## src/rtl/branch_ctrl_pkg.sv

```systemverilog
`default_nettype none
// ============================================================================
// Module      : branch_ctrl_pkg
// Description : Shared types and constants for the branch resolution
//               controller: FSM state encoding, branch opcode encoding,
//               sequential PC step and the target-address helper.
// Revision    : 1.0 - initial release
// ============================================================================
package branch_ctrl_pkg;

  // Controller states; the encoding is only ever compared against itself.
  typedef enum logic [1:0] {
    IDLE     = 2'd0,
    WAIT_OPS = 2'd1,
    CMP      = 2'd2,
    RESP     = 2'd3
  } state_e;

  // Branch opcode as carried on req_op.
  typedef enum logic [1:0] {
    OP_BEQ    = 2'b00,
    OP_BNE    = 2'b01,
    OP_ALWAYS = 2'b10,
    OP_RSVD   = 2'b11
  } op_e;

  // Byte distance from a branch to its fall-through instruction.
  localparam logic [31:0] PC_STEP = 32'd4;

  // Next-PC for a resolved branch. The offset is a word offset, so it is
  // scaled by four; everything wraps modulo 2^32 with no overflow report.
  function automatic logic [31:0] branch_target(
    input logic [31:0] pc,
    input logic [31:0] offset,
    input logic        taken
  );
    logic [31:0] seq_pc;
    seq_pc = pc + PC_STEP;
    return taken ? (seq_pc + {offset[29:0], 2'b00}) : seq_pc;
  endfunction

endpackage
`default_nettype wire

```

## src/rtl/branch_resolve_ctrl_comparator.sv

```systemverilog
`default_nettype none
// ============================================================================
// Module      : Comparator
// Description : Pure combinational equality comparator. SIG_EQ is high when
//               both operands carry the same value.
// Revision    : 1.0 - initial release
// ============================================================================
module Comparator #(
  parameter int WIDTH = 32
) (
  input  logic [WIDTH-1:0] a_i,
  input  logic [WIDTH-1:0] b_i,
  output logic             SIG_EQ
);

  // Bitwise equality of the two operands.
  assign SIG_EQ = (a_i == b_i);

endmodule
`default_nettype wire

```

## src/rtl/branch_resolve_ctrl.sv

```systemverilog
`default_nettype none
// ============================================================================
// Module      : branch_resolve_ctrl
// Description : Resolves one conditional/unconditional branch at a time.
//               Accepts a request in IDLE, waits for forwarded operands
//               (with a bounded timeout), compares them, and presents a
//               single-cycle response carrying taken/err/redirect_pc and a
//               front-end flush strobe. The front end is stalled whenever a
//               branch is in flight.
// Revision    : 1.0 - initial release
// ============================================================================
module branch_resolve_ctrl
  import branch_ctrl_pkg::*;
#(
  parameter int MAX_WAIT = 7
) (
  input  logic        clk,
  input  logic        rst_n,
  input  logic        req_valid,
  output logic        req_ready,
  input  logic [1:0]  req_op,
  input  logic [31:0] req_pc,
  input  logic [31:0] req_offset,
  input  logic        ops_ready,
  input  logic [31:0] rs_val,
  input  logic [31:0] rt_val,
  input  logic        abort,
  output logic        resp_valid,
  output logic        resp_taken,
  output logic        resp_err,
  output logic [31:0] redirect_pc,
  output logic        flush,
  output logic        stall
);

  // Counter is wide enough to hold MAX_WAIT itself, the value at which the
  // wait for operands gives up.
  localparam int               CNT_W   = $clog2(MAX_WAIT + 1);
  localparam logic [CNT_W-1:0] CNT_MAX = CNT_W'(MAX_WAIT);

  // --------------------------------------------------------------------------
  // State and latched request context
  // --------------------------------------------------------------------------
  state_e            state_q,  state_d;
  op_e               op_q,     op_d;
  logic [31:0]       pc_q,     pc_d;
  logic [31:0]       off_q,    off_d;
  logic [31:0]       rs_q,     rs_d;
  logic [31:0]       rt_q,     rt_d;
  logic [CNT_W-1:0]  cnt_q,    cnt_d;
  logic              taken_q,  taken_d;
  logic              err_q,    err_d;
  logic [31:0]       target_q, target_d;

  // Combinational helpers
  logic              cmp_eq;
  logic              cmp_taken;
  logic [CNT_W-1:0]  cnt_inc;

  // --------------------------------------------------------------------------
  // Equality comparator, fed only from the latched operand registers so the
  // compare never sees operands that change while the branch is in CMP.
  // --------------------------------------------------------------------------
  Comparator #(
    .WIDTH (32)
  ) u_comparator (
    .a_i    (rs_q),
    .b_i    (rt_q),
    .SIG_EQ (cmp_eq)
  );

  assign cnt_inc = cnt_q + 1'b1;

  // Branch direction from the latched opcode and the comparator result.
  always_comb begin
    cmp_taken = 1'b1;
    case (op_q)
      OP_BEQ:  cmp_taken = cmp_eq;
      OP_BNE:  cmp_taken = ~cmp_eq;
      default: cmp_taken = 1'b1;
    endcase
  end

  // --------------------------------------------------------------------------
  // Next-state and datapath update. Abort outranks both operand arrival and
  // the timeout while a branch is waiting or comparing; once in RESP the
  // response is committed and abort is no longer looked at.
  // --------------------------------------------------------------------------
  always_comb begin
    state_d  = state_q;
    op_d     = op_q;
    pc_d     = pc_q;
    off_d    = off_q;
    rs_d     = rs_q;
    rt_d     = rt_q;
    cnt_d    = cnt_q;
    taken_d  = taken_q;
    err_d    = err_q;
    target_d = target_q;

    case (state_q)
      IDLE: begin
        if (req_valid) begin
          op_d     = op_e'(req_op);
          pc_d     = req_pc;
          off_d    = req_offset;
          cnt_d    = '0;
          taken_d  = 1'b0;
          err_d    = 1'b0;
          target_d = '0;
          case (op_e'(req_op))
            OP_BEQ, OP_BNE: state_d = WAIT_OPS;
            OP_ALWAYS:      state_d = CMP;
            default: begin
              // Reserved opcode: report an error straight away, falling
              // through to the sequential instruction.
              err_d    = 1'b1;
              target_d = req_pc + PC_STEP;
              state_d  = RESP;
            end
          endcase
        end
      end

      WAIT_OPS: begin
        if (abort) begin
          state_d = IDLE;
        end else if (ops_ready) begin
          rs_d    = rs_val;
          rt_d    = rt_val;
          state_d = CMP;
        end else begin
          cnt_d = cnt_inc;
          if (cnt_inc == CNT_MAX) begin
            err_d    = 1'b1;
            target_d = pc_q + PC_STEP;
            state_d  = RESP;
          end
        end
      end

      CMP: begin
        if (abort) begin
          state_d = IDLE;
        end else begin
          taken_d  = cmp_taken;
          err_d    = 1'b0;
          target_d = branch_target(pc_q, off_q, cmp_taken);
          state_d  = RESP;
        end
      end

      RESP: begin
        // Response is visible for exactly this one cycle.
        taken_d  = 1'b0;
        err_d    = 1'b0;
        target_d = '0;
        state_d  = IDLE;
      end

      default: state_d = IDLE;
    endcase
  end

  // State register with synchronous active-low reset clearing all context.
  always_ff @(posedge clk) begin
    if (!rst_n) begin
      state_q  <= IDLE;
      op_q     <= OP_BEQ;
      pc_q     <= '0;
      off_q    <= '0;
      rs_q     <= '0;
      rt_q     <= '0;
      cnt_q    <= '0;
      taken_q  <= 1'b0;
      err_q    <= 1'b0;
      target_q <= '0;
    end else begin
      state_q  <= state_d;
      op_q     <= op_d;
      pc_q     <= pc_d;
      off_q    <= off_d;
      rs_q     <= rs_d;
      rt_q     <= rt_d;
      cnt_q    <= cnt_d;
      taken_q  <= taken_d;
      err_q    <= err_d;
      target_q <= target_d;
    end
  end

  // --------------------------------------------------------------------------
  // Outputs: every response field is forced low outside the RESP cycle, and
  // an error response never reports taken or requests a flush.
  // --------------------------------------------------------------------------
  assign req_ready   = (state_q == IDLE);
  assign stall       = (state_q != IDLE);
  assign resp_valid  = (state_q == RESP);
  assign resp_taken  = resp_valid & taken_q & ~err_q;
  assign resp_err    = resp_valid & err_q;
  assign redirect_pc = resp_valid ? target_q : 32'd0;
  assign flush       = resp_valid & taken_q & ~err_q;

endmodule
`default_nettype wire

```

## config.mk

```make
export PLATFORM = sky130hd
export DESIGN_NAME = branch_resolve_ctrl
export DESIGN_NICKNAME = d
export VERILOG_FILES = /design/src/rtl/branch_ctrl_pkg.sv /design/src/rtl/branch_resolve_ctrl_comparator.sv /design/src/rtl/branch_resolve_ctrl.sv
export SDC_FILE = /design/constraint.sdc
export NUM_CORES = 1
export LEC_CHECK = 0
export CAP_MARGIN = 5
export CORE_MARGIN = 2
export CORE_UTILIZATION = 40
export CTS_BUF_LIST = sky130_fd_sc_hd__clkbuf_4 sky130_fd_sc_hd__clkbuf_8
export DETAILED_ROUTE_END_ITERATION = 7
export GPL_ROUTABILITY_DRIVEN = 0
export PLACE_DENSITY = 0.65
export SKIP_CTS_REPAIR_TIMING = 1
export SLEW_MARGIN = 20
export SYNTH_ARGS = -nofsm -noshare
export SYNTH_HDL_FRONTEND = slang
export SYNTH_SLANG_ARGS = --single-unit
export TNS_END_PERCENT = 30
```

## constraint.sdc

```tcl
create_clock -name clk -period 3.4 [get_ports clk]
set_input_delay 0.85 -clock clk [delete_from_list [all_inputs] [get_ports clk]]
set_output_delay 0.85 -clock clk [all_outputs]
set_load 0.02 [all_outputs]
```

* After elaboration in Yosys (flattened, before gate mapping)
Cells that the tools add are included.
** Word-level totals
- Register bits :: 167
- Latch bits :: 0
- Memory bits (writable) :: 0
- Memory bits (read-only) :: 0
- Input bits :: 135
- Output and inout bits :: 38
- Logic and storage cells :: 79
- Memories :: 0
** Cells by class
- $add $sub $neg :: 4
- $mul :: 0
- Divide/modulo/power cells :: 0
- Magnitude comparators :: 0
- Eq/ne operators :: 14
- Shift operators :: 0
- Mux-type cells :: 31
- Bitwise logic cells :: 6
- Reduce and logical (&&, ||, !) cells :: 14
** Operators by type and width (number)
- $mux W32 :: 8
- $pmux W32 S4 :: 1
- $add A32 B3 Y32 const B :: 2
- $add A32 B32 Y32 :: 1
- $eq A32 B32 Y1 :: 1
- $mux W2 :: 5
- $ne A2 B2 Y1 const B :: 5
- $mux W3 :: 3
- $mux W1 :: 8
- $pmux W2 S4 :: 1
- $eq A2 B1 Y1 const B :: 3
- $eq A2 B2 Y1 const B :: 3
- $logic_not A2 Y1 :: 3
- $pmux W3 S2 :: 1
- $reduce_and A3 Y1 :: 2
- $reduce_and A5 Y1 :: 1
- $ne A4 B4 Y1 const B :: 1
- $pmux W1 S4 :: 1
- $pmux W2 S2 :: 1
- $reduce_and A2 Y1 :: 2
- $reduce_and A4 Y1 :: 1
- $reduce_bool A2 Y1 :: 2
- $add A3 B1 Y3 const B :: 1
- $and A1 B1 Y1 :: 3
- other kinds (7) :: 9

* Longest topological paths before layout
Gate-level depths: netlist of the first run.
- Depth after elaboration :: 6
- Depth in mapped cells :: 17
- Mapped depth without buffers :: 15

* Cells and area by module
A second synthesis of the first run with hierarchy kept.
** Unflattened totals
- Cells, all modules :: 1262
- Area, all modules :: 9535.4 um^2
** Modules (own cells, without submodules)
- branch_resolve_ctrl :: times used 1, cells an instance 1219, area an instance 9188.8 um^2, seq. area each 3343.2 um^2
- Comparator :: times used 1, cells an instance 43, area an instance 346.6 um^2, seq. area each 0.0 um^2

* Worst setup path after synthesis of the first run
OpenSTA, ideal clock, no wires.
- Path kind :: register -> register
- Start point :: register pc_q[4]
- End point :: register target_q[24]
- Setup time :: 0.122 ns
- Arrival :: 3.146 ns
- Data required time :: 3.278 ns
- Path slack :: 0.133 ns
- Stages on the path, launching flop included :: 17
- Path buffers :: 3
- Clock period less this slack :: 3.267 ns
- Cell sequence :: dfxtp_1 and4_1 and4_1 buf_4 and3_1 buf_4 nand4_1 xnor2_1 ha_1 and3_1 buf_1 a221o_1 a21oi_1 o21ai_0 xor2_1 a221oi_1 nor2_1
** Between the ends
- Cells in the longest elaborated chain, start to end :: 5
- Elaborated cells between the ends (all ways) :: 8
- Those cells by class :: 2 x add/sub; 6 x mux
** RTL lines
- start: declaration :: RTL line branch_resolve_ctrl.sv:46 : logic [31:0] pc_q, pc_d;
- start signal: assignment :: RTL line branch_resolve_ctrl.sv:181 : pc_q <= pc_d;
- $add A32 B3 Y32 * :: RTL line branch_ctrl_pkg.sv:38, branch_resolve_ctrl.sv:136
- $add A32 B32 Y32 / $mux W32 (equally long branches) :: RTL line branch_ctrl_pkg.sv:39, branch_resolve_ctrl.sv:134
- $mux W32 (on tied branches) :: RTL line branch_ctrl_pkg.sv:39, branch_resolve_ctrl.sv:128
- $mux W32 (on tied branches) :: RTL line branch_resolve_ctrl.sv:143, branch_resolve_ctrl.sv:126
- $pmux W32 S4 * :: RTL line branch_resolve_ctrl.sv:101 : case (state_q)
- end signal: assignment :: RTL line branch_resolve_ctrl.sv:188 : target_q <= target_d;
- end: declaration :: RTL line branch_resolve_ctrl.sv:53 : logic [31:0] target_q, target_d;
Every way passes the cells marked *; elsewhere a longest branch is shown, timed or not. The select of a mux whose other input is x is not followed.
A chain may end at the register's enable or synchronous reset.

* Worst setup path after layout of the first run
- Start point :: register pc_q[7]
- End point :: register target_q[30]
Same word-level chain as after synthesis.

==> results.json, run 1 <==
{
  "cts_tree": "done",
  "cts_made_buffers": 17,
  "start_kind": "flop",
  "grt_max_degree": 65,
  "mostFrequentLayoutCells": "nand2_1 (303), clkdlybuf4s50_1 (169), dfxtp_1 (165)",
  "reg2reg_from": "pc_q[7]$_SDFFE_PN0P_",
  "num-fill-cells": 2279,
  "rsz0062_at_grt": "yes",
  "switching_power_mw": 1.80,
  "synth_compound_area_frac": 0.234,
  "timing.setup.tns_ns": 0,
  "portBuffers": 170,
  "ant_nets": 0,
  "drive_gt1_frac": 0.149,
  "seqPwrFrac": 0.435,
  "fin_cells": 1863,
  "final_common_cell": "nand2_1",
  "synth_area_sq_mm": 0.0100,
  "syn2layout_area_growth_pct": 35.5,
  "core_sq_mm": 0.0245,
  "crit_required_ns": 3.80,
  "dieHeight_microns": 162,
  "antenna_cells": 0,
  "root_buffer": "clkbuf_8",
  "hold_path.class": "reg -> reg",
  "final_nets": 1702,
  "syn_inst": 1282,
  "combPwrFrac": 0.268,
  "drc": 0,
  "synth_nets": 1458,
  "pwr-share-clk": 0.297,
  "die_area_sq_mm": 0.0263,
  "yosysWarningCount": 0,
  "peakVddDrop_uv": 264,
  "wl_per_cell_microns": 16.6,
  "synth_mux_area_frac": 0.00413,
  "setup_slack_ns": 0.0858,
  "dp_cells": 1824,
  "min_from": "pc_q[0]$_SDFFE_PN0P_",
  "synth_ff_type": "dfxtp_1",
  "setup_viol": 0,
  "grtUsageTotal": 0.232,
  "dp_slack_ns": -0.180,
  "swShare": 0.352,
  "wl_mm": 30.9,
  "worst_pin_slew_ns": 0.708,
  "final_max_slew_viol_count": 0,
  "clock_latency_ns": 0.49,
  "gr-total-overflow": 0,
  "finalPower_mw": 5.11,
  "first_iter_violations": 664,
  "power_leakage_nw": 5.54,
  "cts_sinks": 167,
  "crit_arrival_ns": 3.72,
  "period_needed_ns": 3.31,
  "h-tree-depth": 4,
  "ys_seq_elements": 167,
  "synth.distinct_cells": 62,
  "synth_xor_area_frac": 0.100,
  "routed_via_density": 5.28,
  "grt_pass1_wl_mm": 48.6,
  "drv_cap": 0,
  "outcome": "finished, final reports clean",
  "vias": 9845,
  "startpoint": "pc_q[7]$_SDFFE_PN0P_",
  "clk_pin_slew_ns": 0.11,
  "slew_headroom": 0.528,
  "io-pin-count": 173,
  "die_w_microns": 162,
  "avgSynthCellArea_sq_um": 7.80,
  "fin_crit_sh": 0.975,
  "dr.pass1.iters": 5,
  "synthArstFlopShare": 0,
  "skew_ns": 0.0185,
  "synth_edf_count": 0,
  "worst_setup_path_end_kind": "flop",
  "clock_path_buffers": 2,
  "worstPathMaxFanout": 3,
  "worstSetupPathType": "reg -> reg",
  "antenna_found_initial": 0,
  "initial_core_util": 0.409,
  "first_global_vias": 9237,
  "hold_viol_final": 0,
  "max_freq_ghz": 0.302,
  "synth_top_family_by_area": "simple AND/OR/NAND/NOR gates",
  "yosys.area_share.simple": 0.237,
  "rows": 57,
  "ys_seq_area_frac": 0.334,
  "synth_fa_ha_area_frac": 0.0521,
  "internal_power_mw": 3.31,
  "power_density_mw_per_mm2": 377,
  "dp.final_hpwl_mm": 23.0
}
final cells by class:
type                       count  area, sq um  area share
sequential                   167         3350       0.247
tap                          324          405      0.0299
clock buffer                  17          234      0.0173
clock inverter                15          194      0.0143
multi-input combinational   1018         6570       0.485
inverter                      18         67.6     0.00499
timing repair buffer         304         2740       0.202
power by group through the flow:
stage          clock network (mW)  registers [mW]  logic [mW]
4_1_cts                      1.56            2.21        1.32
2_1_floorplan                   0            2.22       0.748
5_1_grt                      1.64            2.24        1.50
6_report                     1.52            2.22        1.37
3_3_place_gp                    0            2.25        1.30
3_5_place_dp                    0            2.26        1.31
final timing paths:
path | to | cells after the start | slack [ns]
setup reg to reg | target_q[30]$_SDFFE_PN0P_ | 17 | 0.09
setup / recovery | target_q[30]$_SDFFE_PN0P_ | 17 | 0.09
hold reg to reg | pc_q[0]$_SDFFE_PN0P_ | 2 | 0.48
hold / removal | pc_q[0]$_SDFFE_PN0P_ | 2 | 0.48
Yosys cell counts (9+ instances only):
library cell | number | share of area
nand4_1 | 17 | 0.011
and3_1 | 47 | 0.029
and2_1 | 9 | 0.0056
and4_1 | 10 | 0.0088
inv_1 | 18 | 0.0068
nand2_1 | 307 | 0.12
ha_1 | 40 | 0.050
nor4_1 | 9 | 0.0056
a21boi_0 | 130 | 0.098
nand3_1 | 24 | 0.012
o21ai_0 | 65 | 0.033
a221oi_1 | 25 | 0.022
a21oi_1 | 47 | 0.024
dfxtp_1 | 167 | 0.33
clkbuf_1 | 63 | 0.024
nor3_1 | 9 | 0.0045
nor2_1 | 61 | 0.023
xnor2_1 | 46 | 0.040
xor2_1 | 64 | 0.056
registers in the layout, indices dropped and copies added (netlist names), 2 cells and up:
register and count:
pc_q 32, state_q 2, rs_q 32, op_q 2, off_q 30, rt_q 32, cnt_q 3, target_q 32
critical path: stages, from the launching register on:
cell	delay, ns
dfxtp_2	0.34
and4_4	0.24
and4_4	0.27
nand2_4	0.09
inv_2	0.07
nand4_1	0.14
xnor2_2	0.26
ha_4	0.25
a21oi_2	0.13
o21ai_1	0.10
a311o_1	0.32
nor2_2	0.15
o31ai_2	0.07
buf_4	0.16
buf_4	0.14
a221oi_2	0.24
xnor2_1	0.15
o2bb2ai_1	0.13
metrics by stage:
stage,util,hold WS [ns],area [sq um]
floorplan,-,0.439,10000
global placement,0.522,0.450,12800
detailed placement,0.522,0.465,12800
CTS,0.540,0.481,13200
global route,0.554,0.504,13500
finish,0.554,0.477,13500
metal layers:
| metal | up-vias | share of wire | GRT usage |
|---|---|---|---|
| met3 | 42 | 0.055 | 0.0365 |
| met2 | 274 | 0.45 | 0.365 |
| met1 | 4576 | 0.48 | 0.329 |
| met5 | - | 0 | 0 |
| li1 | 4953 | - | - |
| met4 | 0 | 0.020 | 0.0648 |
cells by family (layout without fill, tap and decap cells):
| group | count (synthesis) | count (layout) |
|---|---|---|
| buffers and inverters | 97 | 354 |
| adders and majority gates | 41 | 41 |
| and+or+nand+nor | 525 | 525 |
| AOI/OAI and AO/OA | 336 | 336 |
| DFF | 167 | 167 |
| muxes | 4 | 4 |
| xor gates and xnor gates | 112 | 112 |
No activity file was read; power rests on OpenSTA's default activity.
==> run 2: changes to the inputs <==
SYNTH_HIERARCHICAL = 1   (was unset)
==> results.json, run 2 <==
{
  "grtUsageTotal": 0.233,
  "rsz0062_at_grt": "yes",
  "cts_sinks": 167,
  "dieHeight_microns": 158,
  "max_freq_ghz": 0.298,
  "hold_path.class": "reg -> reg",
  "dp.final_hpwl_mm": 21.9,
  "path_cells": "nand4_1, nor4_4, buf_4, buf_4, nand2_1, xnor2_2, ha_1, nand2_1, nor2_1, buf_4, o311ai_4, buf_4, a2111oi_4, nor4_1, or3_1, a31oi_1",
  "slew_headroom": 0.536,
  "rows": 56,
  "final_nets": 1659,
  "cpMostUsedCell": "buf_4",
  "first_iter_violations": 649,
  "die_w_microns": 158,
  "drv_cap": 0,
  "first_global_vias": 8921,
  "routed_via_density": 5.34,
  "multi_input_area_sq_mm": 0.00603,
  "antenna_found_initial": 1,
  "finalPower_mw": 4.93,
  "power_density_mw_per_mm2": 384,
  "dp_slack_ns": -0.146,
  "setup_viol": 0,
  "synth_ff_type": "dfxtp_1",
  "core_sq_mm": 0.0234,
  "clock_path_buffers": 2,
  "synth_xor_area_frac": 0.103,
  "avgSynthCellArea_sq_um": 7.56,
  "drc": 0,
  "start_kind": "flop",
  "synth_edf_count": 0,
  "synth_mux_area_frac": 0,
  "vias": 9692,
  "synth_top_family_by_area": "simple AND/OR/NAND/NOR gates",
  "clock_latency_ns": 0.48,
  "slowest_delay_ns": 0.37,
  "outcome": "finished, final reports clean",
  "synth_commonest_cells": "nand2_1 (314), a21oi_1 (178), dfxtp_1 (167), clkbuf_1 (67), xor2_1 (60)",
  "ys_seq_elements": 167,
  "num-fill-cells": 2270,
  "dr.pass1.iters": 5,
  "yosys.area_share.simple": 0.249,
  "reg2reg_from": "pc_q[4]$_SDFFE_PN0P_",
  "ys_seq_area_frac": 0.351,
  "mostFrequentLayoutCells": "nand2_1 (310), a21oi_1 (172), clkdlybuf4s50_1 (170)",
  "yosysWarningCount": 6,
  "synth_area_sq_mm": 0.00954,
  "synth_top_area_share": 0.351,
  "yosys-top-cells-area": "dfxtp_1 (35%), nand2_1 (12%), a21oi_1 (9.3%), xor2_1 (5.5%), ha_1 (5.1%)",
  "regArea_sq_mm": 0.00336,
  "grt_pass1_wl_mm": 45.7,
  "wl_per_cell_microns": 16.5,
  "drive_gt1_frac": 0.136,
  "ant_nets": 0,
  "clk_pin_slew_ns": 0.10,
  "syn_inst": 1262,
  "cts_made_buffers": 17,
  "period_needed_ns": 3.36,
  "worst_pin_slew_ns": 0.695,
  "yosysMostFrequentCell": "nand2_1",
  "root_buffer": "clkbuf_8",
  "power_leakage_nw": 5.24,
  "die_area_sq_mm": 0.0251,
  "startpoint": "pc_q[4]$_SDFFE_PN0P_",
  "wl_mm": 30.0,
  "io-pin-count": 173,
  "post-route-util": 0.549,
  "synth_fa_ha_area_frac": 0.0533,
  "slowest_stage": "or3_1",
  "setup_slack_ns": 0.0434,
  "skew_ns": 0.0250,
  "final_max_slew_viol_count": 0,
  "antenna_cells": 0,
  "worstSetupPathType": "reg -> reg",
  "min_from": "pc_q[0]$_SDFFE_PN0P_",
  "gr-total-overflow": 0,
  "portBuffers": 170,
  "synth.distinct_cells": 62,
  "initial_core_util": 0.407,
  "synth_nets": 1437,
  "hold_slack_ns": 0.459,
  "grt_max_degree": 66,
  "syn2layout_area_growth_pct": 34.6,
  "worstPathMaxFanout": 4,
  "worst_setup_path_end_kind": "flop",
  "final_common_cell": "nand2_1",
  "crit_arrival_ns": 3.75,
  "hold_viol_final": 0,
  "yosysTopAreaCell": "dfxtp_1",
  "peakVddDrop_uv": 272,
  "synth_compound_area_frac": 0.204,
  "fin_crit_sh": 0.987,
  "cts_tree": "done",
  "crit_required_ns": 3.79,
  "synthArstFlopShare": 0,
  "h-tree-depth": 4
}
[run 2: routing by layer]
metal  global-route usage  wire length, microns  up-vias
li1                     -                     -     4828
met1                0.316                 13800     4521
met4               0.0716                   629        2
met2                0.369                 13700      301
met3               0.0525                  1930       40
met5                    0                    13        -
[run 2: path summary, 6_finish.rpt]
| check | slack, ns | end | cells past startpoint |
|---|---|---|---|
| hold / removal | 0.46 | pc_q[0]$_SDFFE_PN0P_ | 2 |
| setup / recovery | 0.04 | target_q[28]$_SDFFE_PN0P_ | 16 |
| hold reg to reg | 0.46 | pc_q[0]$_SDFFE_PN0P_ | 2 |
| setup reg to reg | 0.04 | target_q[28]$_SDFFE_PN0P_ | 16 |
[run 2: critical path, delay by kind of cell (launching register included)]
kind	cells	cell delay (ns)
and+or+nand+nor	7	1.23
xor gates and xnor gates	1	0.19
DFF	1	0.36
adders and majority gates	1	0.32
AOI/OAI and AO/OA	3	0.58
buffers and inverters	4	0.64
[run 2: metrics by stage]
stage | cell area [sq um] | instances | setup TNS (ns)
after floorplan | 9540 | 1262 | 0
after global placement | 12100 | 1775 | -0.141
after detailed placement | 12100 | 1775 | -0.448
after CTS | 12600 | 1807 | -0.696
after global routing | 12800 | 1816 | -0.241
final | 12800 | 1816 | 0
[run 2: cell families after synthesis]
group | count (synthesis)
fa+ha+maj | 40
compound gates | 324
simple gates | 521
flops | 167
xor+xnor | 112
buf+inv | 98
[run 2: area by class of cell]
| class | count | area share |
|---|---|---|
| Inverter | 22 | 0.00663 |
| Tap cell | 319 | 0.0311 |
| Multi-Input combinational cell | 997 | 0.469 |
| Clock inverter | 15 | 0.0142 |
| Clock buffer | 17 | 0.0182 |
| Timing Repair Buffer | 279 | 0.199 |
| Sequential cell | 167 | 0.262 |
[run 2: report_power, final]
part | switching (mW) | internal (mW) | leakage, nW
sequential | 0.110 | 2.10 | 1.37
combinational | 0.703 | 0.559 | 3.68
clock | 0.890 | 0.559 | 0.200
total | 1.70 | 3.22 | 5.24
==> run 3: changes to the inputs <==
PLACE_DENSITY = unset   (was 0.65)
PLACE_DENSITY_LB_ADDON = 0.08   (was unset)
SYNTH_HIERARCHICAL = unset   (was 1)
==> results.json, run 3 (synthesis results as in run 1) <==
{
  "start_kind": "flop",
  "wl_per_cell_microns": 16.7,
  "rr_worst_depth": 18,
  "dr.pass1.iters": 5,
  "pwr-share-clk": 0.298,
  "root_buffer": "clkbuf_8",
  "crit_arrival_ns": 3.78,
  "rsz0062_at_grt": "yes",
  "worst_pin_slew_ns": 0.753,
  "worstSetupPathType": "reg -> reg",
  "antenna_cells": 0,
  "die_area_sq_mm": 0.0263,
  "design_area_sq_mm": 0.0136,
  "worst_setup_path_end_kind": "flop",
  "timing.reg2reg.setup_slack_ns": 0.002,
  "outcome": "finished, final reports clean",
  "hold_viol_final": 0,
  "timing.setup.tns_ns": 0,
  "startpoint": "pc_q[4]$_SDFFE_PN0P_",
  "power_leakage_nw": 5.56,
  "max_freq_ghz": 0.294,
  "worstPathMaxFanout": 3,
  "post-route-util": 0.558,
  "antenna_found_initial": 0,
  "min_delay_path_depth": 2,
  "grt_pass1_wl_mm": 48.8,
  "clk_pin_slew_ns": 0.12,
  "drive_gt1_frac": 0.158,
  "gr-total-overflow": 0,
  "peakVddDrop_uv": 215,
  "power_density_mw_per_mm2": 377,
  "mostFrequentLayoutCells": "nand2_1 (303), clkdlybuf4s50_1 (169), dfxtp_1 (161)",
  "switching_power_mw": 1.82,
  "cts_made_buffers": 17,
  "clock_path_buffers": 2,
  "h-tree-depth": 4,
  "clock_latency_ns": 0.50,
  "r2r-end": "target_q[28]$_SDFFE_PN0P_",
  "slowest_stage": "a311o_1",
  "ant_nets": 0,
  "fin_crit_sh": 0.999,
  "portBuffers": 170,
  "cts_sinks": 167,
  "reg2reg_from": "pc_q[4]$_SDFFE_PN0P_",
  "seqPwrFrac": 0.429,
  "cts_tree": "done",
  "finalPower_mw": 5.15,
  "dp.final_hpwl_mm": 22.8,
  "internal_power_mw": 3.33,
  "period_needed_ns": 3.40,
  "wl_mm": 31.1,
  "grt_max_degree": 117,
  "final_max_slew_viol_count": 0,
  "dp_cells": 1824,
  "swShare": 0.353,
  "grtUsageTotal": 0.234,
  "whs_endpoint": "off_q[29]$_SDFFE_PN0P_",
  "drv_cap": 0,
  "drc": 0,
  "hold_slack_ns": 0.482,
  "die_w_microns": 162,
  "min_from": "off_q[29]$_SDFFE_PN0P_",
  "dp_slack_ns": -0.0387,
  "routed_via_density": 5.20,
  "crit_required_ns": 3.78,
  "final_common_cell": "nand2_1",
  "rows": 57,
  "hold_path.class": "reg -> reg",
  "slew_headroom": 0.498,
  "core_sq_mm": 0.0245,
  "fin_cells": 1865,
  "setup_viol": 0,
  "skew_ns": 0.0210,
  "slowest_delay_ns": 0.35,
  "first_global_vias": 9170,
  "io-pin-count": 173,
  "combPwrFrac": 0.272,
  "setup_slack_ns": 0.00191,
  "syn2layout_area_growth_pct": 36.5,
  "first_iter_violations": 642,
  "initial_core_util": 0.409,
  "dpl_cell_area_sq_mm": 0.0128,
  "dieHeight_microns": 162,
  "vias": 9695,
  "final_nets": 1704,
  "path_cells": "and4_4, and4_4, nand2_4, inv_4, nand4_1, xnor2_2, ha_4, a21oi_2, o21ai_2, a311o_1, nor2_2, o31ai_2, buf_4, buf_6, buf_4, a311oi_2, a21o_1, o21ai_1"
}
## run 3: cell count changes in the layout (fill, tap and decap cells not counted), sizes merged, moves of 7 or more
cell / previous run / this run
nand2: 314 / 307
o21ai: 54 / 66
nor2: 50 / 61
buf: 109 / 137
a21boi: 2 / 130
a22oi: 14 / 0
a221oi: 9 / 25
nand3: 31 / 24
a31oi: 12 / 2
a21oi: 180 / 47
o21a: 0 / 8
## run 3: worst max-delay path, delay by kind of cell (launching register included)
family | cells | cell delay, ns
xor gates and xnor gates | 1 | 0.30
adders and majority gates | 1 | 0.26
AOI/OAI and AO/OA | 7 | 1.04
DFF | 1 | 0.34
and+or+nand+nor | 5 | 0.87
buffers and inverters | 4 | 0.49
## run 3: worst max path at each step
| stage | endpoint | slack [ns] |
|---|---|---|
| global route | target_q[26]$_SDFFE_PN0P_ | -0.12 |
| finish | target_q[28]$_SDFFE_PN0P_ | 0.002 |
| floorplan | target_q[24]$_SDFFE_PN0P_ | 0.13 |
| global placement | target_q[25]$_SDFFE_PN0P_ | -0.007 |
| detailed placement | target_q[31]$_SDFFE_PN0P_ | -0.04 |
| CTS | target_q[31]$_SDFFE_PN0P_ | -0.10 |
## run 3: cell type report
| class | instances | area (sq um) |
|---|---|---|
| timing repair buffer | 306 | 2750 |
| tap | 324 | 405 |
| sequential | 167 | 3350 |
| clock buffer | 17 | 234 |
| clock inverter | 15 | 193 |
| fill | 2323 | 10800 |
| inverter | 18 | 70.1 |
| multi-input combinational | 1018 | 6640 |
## run 3: power groups by stage
stage | registers (mW) | logic, mW | clock network, mW
4_1_cts | 2.20 | 1.34 | 1.57
3_5_place_dp | 2.25 | 1.33 | 0
6_report | 2.21 | 1.40 | 1.53
3_3_place_gp | 2.25 | 1.33 | 0
5_1_grt | 2.23 | 1.54 | 1.65
2_1_floorplan | 2.22 | 0.748 | 0
## run 3: per-layer routing
layer	track usage	up-vias	wire length, microns
met5	0	-	0
met4	0.0720	0	631
met3	0.0322	36	1330
met2	0.392	233	14600
met1	0.314	4476	14500
li1	-	4950	-
